### src/rtl/serial_mul3_tx.sv
// rtl/serial_mul3_tx.sv - serial transmitter of N = 3*q + r, LSB-first
//
// Rebuilds the dividend N = 3*q + r from a parallel quotient/remainder and
// shifts it out one bit per handshake, LSB-first, as a W+2 bit frame.
//
// Ports:
//   clk        clock, all state updates on posedge
//   rst        synchronous active-high reset
//   in_valid   q/r word presented
//   in_ready   block can accept a word (registered)
//   in_q       quotient, W bits
//   in_r       remainder, legal 0..2; 3 is consumed, dropped and flagged
//   out_valid  out_bit is valid
//   out_bit    current bit of N
//   out_last   marks bit index W+1, the final bit of the frame
//   out_ready  sink accepts the current bit
//   busy       frame in progress
//   err        one-cycle pulse after an illegal remainder was accepted

module serial_mul3_tx #(
    parameter int W = 8
) (
    input  logic         clk,
    input  logic         rst,
    input  logic         in_valid,
    output logic         in_ready,
    input  logic [W-1:0] in_q,
    input  logic [1:0]   in_r,
    output logic         out_valid,
    output logic         out_bit,
    output logic         out_last,
    input  logic         out_ready,
    output logic         busy,
    output logic         err
);

    localparam int IW = $clog2(W + 2);
    localparam logic [IW-1:0] LAST_IDX = IW'(W + 1);

    typedef enum logic {
        IDLE,
        SEND
    } state_t;

    state_t          state;
    state_t          state_nx;
    logic [IW-1:0]   idx;
    logic [1:0]      carry;
    logic [W-1:0]    q_reg;
    logic            in_ready_r;
    logic            err_r;

    logic [W+1:0]    sh_a;
    logic [W+1:0]    sh_b;
    logic            bit_a;
    logic            bit_b;
    logic [2:0]      sum;
    logic            accept;
    logic            legal_accept;
    logic            bit_hs;
    logic            is_last;

    // 3*q = q + 2*q: bit i adds q[i] and q[i-1]. Zero-padding the two
    // operand copies makes out-of-range indices (i>=W for q, i==0 or
    // i==W+1 for 2*q) read as 0 without any index bound checks.
    always_comb begin
        sh_a  = {2'b00, q_reg} >> idx;
        sh_b  = {1'b0, q_reg, 1'b0} >> idx;
        bit_a = sh_a[0];
        bit_b = sh_b[0];
        sum   = {2'b00, bit_a} + {2'b00, bit_b} + {1'b0, carry};
    end

    always_comb begin
        accept       = (state == IDLE) && in_valid && in_ready_r;
        legal_accept = accept && (in_r != 2'd3);
        bit_hs       = (state == SEND) && out_ready;
        is_last      = (state == SEND) && (idx == LAST_IDX);
    end

    always_ff @(posedge clk) begin
        if (rst) begin
            state <= IDLE;
        end else begin
            state <= state_nx;
        end
    end

    always_comb begin
        state_nx = state;
        case (state)
            IDLE: if (legal_accept)     state_nx = SEND;
            SEND: if (bit_hs && is_last) state_nx = IDLE;
            default:                    state_nx = IDLE;
        endcase
    end

    always_ff @(posedge clk) begin
        if (rst) begin
            idx        <= '0;
            carry      <= '0;
            q_reg      <= '0;
            in_ready_r <= 1'b0;
            err_r      <= 1'b0;
        end else begin
            // Ready follows the upcoming state, so it drops on the accept
            // edge and returns only after the last bit has been taken.
            in_ready_r <= (state_nx == IDLE);
            err_r      <= accept && (in_r == 2'd3);
            if (legal_accept) begin
                q_reg <= in_q;
                carry <= in_r;
                idx   <= '0;
            end else if (bit_hs) begin
                carry <= sum[2:1];
                idx   <= is_last ? '0 : idx + IW'(1);
            end
        end
    end

    assign in_ready  = in_ready_r;
    assign out_valid = (state == SEND);
    assign busy      = (state == SEND);
    assign out_bit   = (state == SEND) & sum[0];
    assign out_last  = is_last;
    assign err       = err_r;

endmodule

### config.mk
export PLATFORM = sky130hd
export DESIGN_NAME = serial_mul3_tx
export DESIGN_NICKNAME = d
export VERILOG_FILES = /design/src/rtl/serial_mul3_tx.sv
export SDC_FILE = /design/constraint.sdc
export NUM_CORES = 1
export LEC_CHECK = 0
export ABC_AREA = 0
export CORE_ASPECT_RATIO = 0.6
export CORE_MARGIN = 2
export CORE_UTILIZATION = 32
export CTS_BUF_LIST = sky130_fd_sc_hd__clkbuf_4 sky130_fd_sc_hd__clkbuf_8
export CTS_CLUSTER_DIAMETER = 50
export DETAILED_ROUTE_END_ITERATION = 7
export GPL_ROUTABILITY_DRIVEN = 0
export GPL_TIMING_DRIVEN = 1
export PLACE_DENSITY_LB_ADDON = 0.2
export SLEW_MARGIN = 10
export SYNTH_ARGS = -nofsm -noshare
export SYNTH_HDL_FRONTEND = slang
export SYNTH_SLANG_ARGS = --single-unit
### constraint.sdc
create_clock -name clk -period 2.6 [get_ports clk]
set_clock_uncertainty 0.2 [all_clocks]
set_input_delay 0.26 -clock clk [delete_from_list [all_inputs] [get_ports clk]]
set_output_delay 0.26 -clock clk [all_outputs]
set_load 0.05 [all_outputs]
==> flow_metrics.tcl <==
set metrics [dict create \
    dp.final_hpwl_mm 1.625 \
    violations "setup timing" \
    antenna_found_initial 0 \
    clk_latency_ns 0.25 \
    drc 0 \
    drt-vias-per-instance 5.244 \
    nFillCells 291 \
    wl_per_cell_microns 13.94 \
    syn_avg_cell_area_sq_um 8.460 \
    r2r_cells 9 \
    worstHoldPathType "reg2reg" \
    synthAdderAreaFrac 0.06242 \
    core_area_sq_um 2815 \
    grt_max_degree 14 \
    layout_min_cycle_time_ns 2.611 \
    fin_ws_ns -0.01080 \
    diodes 0 \
    fmax_ghz 0.3830 \
    cts_tree "built" \
    synth-warning-count 0 \
    first_pass_iters 4 \
    area_growth_syn_to_layout_pct 30.94 \
    ant_nets 0 \
    cts_sinks 17 \
    synthesis.nets 127 \
    largest_register_ffs 8 \
    synth_top_area_frac 0.3691 \
    synth_edf_count 0 \
    holdPathStages 2 \
    synth_compound_area_frac 0.1940 \
    io_pins 20 \
    clk_pin_slew_worst_paths_ns 0.06 \
    clockBufferDepth 2 \
    maxSlewHeadroom 0.6616 \
    drv_cap 0 \
    fp.dieW_microns 73.30 \
    ys_top_cells_by_area "dfxtp_1 37%, a21oi_1 6.5%, nand3_1 6.5%" \
    outcome "complete, but fails checks" \
    synth_top_family_by_area "simple AND/OR/NAND/NOR gates" \
    drt-initial-drc-count 64 \
    synth-simple-area-share 0.2442 \
    port_buffers 19 \
    root_buffer "clkbuf_8" \
    final_nets 145 \
    initial_utilization 0.3276 \
    placed_cell_area_sq_um 1137 \
    async_flop_share 0 \
    dp_cells 155 \
    synth_cell_types 33 \
    yosys-top-cells-count "17 x dfxtp_1, 12 x a21oi_1, 12 x nand3_1" \
    setup_violations 1 \
    slew_violations 0 \
    grt_overflow 0 \
    cp_data_required_time_ns 2.14 \
    grt_pass1_wl_mm 3.677 \
    tightest_slew_ns 0.5060 \
    start_kind "register" \
    die-area_sq_um 3341 \
    finalInstanceArea_sq_um 1207 \
    rows 15 \
    power.density_nw_per_um2 489.9 \
    rsz0062_at_grt "true" \
    drive_gt1_frac 0.1508 \
    synth_area_sq_um 922.1 \
    grt_pass1_vias 789 \
    wl_mm 2.231 \
    final_cells 160 \
    synth_mux_area_frac 0.07191 \
    criticalPathCategory "reg2out" \
    syn_inst 109 \
    pre_cts_ws_ns 0.1276 \
    peakVddDrop_mv 0.2621 \
    hold_violations 0 \
    finalPower_uw 591.6 \
    end_kind "output port" \
    die_y_microns 45.58 \
    synth_most_common_cell "dfxtp_1" \
    crit_path_max_fanout 5 \
    vias 839 \
    ys_ff_latch 17 \
    htree_num_levels 1 \
    yosysTopAreaCell "dfxtp_1" \
    worst-r2r-setup-slack_ns 0.31 \
    min_period_over_period 1.004 \
    cts_buffers 3 \
    hold_buffers 0 \
    grt_usage 0.1472 \
    synth_flop_cell "dfxtp_1" \
    cp.arrival_ns 2.15 \
    power.leakage_uw 0.0004249 \
    synth_seq_area_share 0.3691 \
    synthXorXnorAreaFrac 0 \
]
-- final timing paths --
path / from / endpoint
worst max register to register: idx[2] / carry[1]
worst min register to register: q_reg[4] / q_reg[4]
worst min-delay path: q_reg[4] / q_reg[4]
worst max-delay path: idx[2] / out_bit
-- layer usage --
layer	vias to the layer above	track usage	share of wire	wire length, microns
met5	-	0	0	0
met1	387	0.2081	0.51	1128
met3	2	0.03982	0.073	163
li1	424	-	-	-
met2	26	0.2162	0.41	918
met4	0	0.05455	0.0094	21
-- metrics by stage --
step / setup TNS (ns) / hold WS (ns) / utilization
floorplan: 0 / 0.1321 / -
global placement: 0 / 0.2710 / 0.4040
detailed placement: 0 / 0.2664 / 0.4040
CTS: -0.03522 / 0.2772 / 0.4289
global route: -0.09387 / 0.3046 / 0.4289
finish: -0.01080 / 0.2780 / 0.4289
-- cells in the final DEF (no fill, tap or decap), types with 3 or more instances in the layout --
| cell | Yosys | routed |
|---|---|---|
| clkbuf_8 | 0 | 3 |
| o21ai_0 | 9 | 9 |
| nand3_1 | 12 | 12 |
| nor2_1 | 3 | 3 |
| or3_1 | 3 | 3 |
| nand2_1 | 9 | 9 |
| inv_1 | 3 | 3 |
| buf_4 | 1 | 4 |
| ha_1 | 3 | 3 |
| clkdlybuf4s50_1 | 0 | 17 |
| a21oi_1 | 12 | 12 |
| dfxtp_1 | 17 | 16 |
-- layout make-up --
cell class | count | area (sq um) | area share
repair buffers | 22 | 220.2 | 0.1824
clock buffers | 4 | 48.80 | 0.04041
multi-input cells | 80 | 540.5 | 0.4477
well taps | 34 | 42.54 | 0.03523
flip-flops and latches | 17 | 344.1 | 0.2850
inverters | 3 | 11.26 | 0.009326
-- logic make-up after synthesis --
family,Yosys count
compound gates,30
fa+ha+maj,4
flops,17
buf+inv,12
simple gates,41
mux,5
-- critical path, cell delays in order (launching register included) --
cell and delay (ns):
dfxtp_4 0.38, mux4_2 0.50, nand3b_1 0.10, o31a_1 0.19, fa_1 0.41, nor2b_2 0.17
buf_12 0.15
-- what timing repair did --
action	4_1_cts	5_1_grt
buffers inserted	1	0
resized for setup	4	0
setup endpoints to repair	1	1
pin swaps	2	0
-- power by group --
| group | switching, uW | internal (uW) | total (uW) |
|---|---|---|---|
| logic | 54.2 | 46.9 | 101 |
| registers | 10.4 | 271 | 281 |
| clock network | 89.9 | 119 | 209 |
| total | 155 | 437 | 592 |
Power figures use the tool's default switching activity.
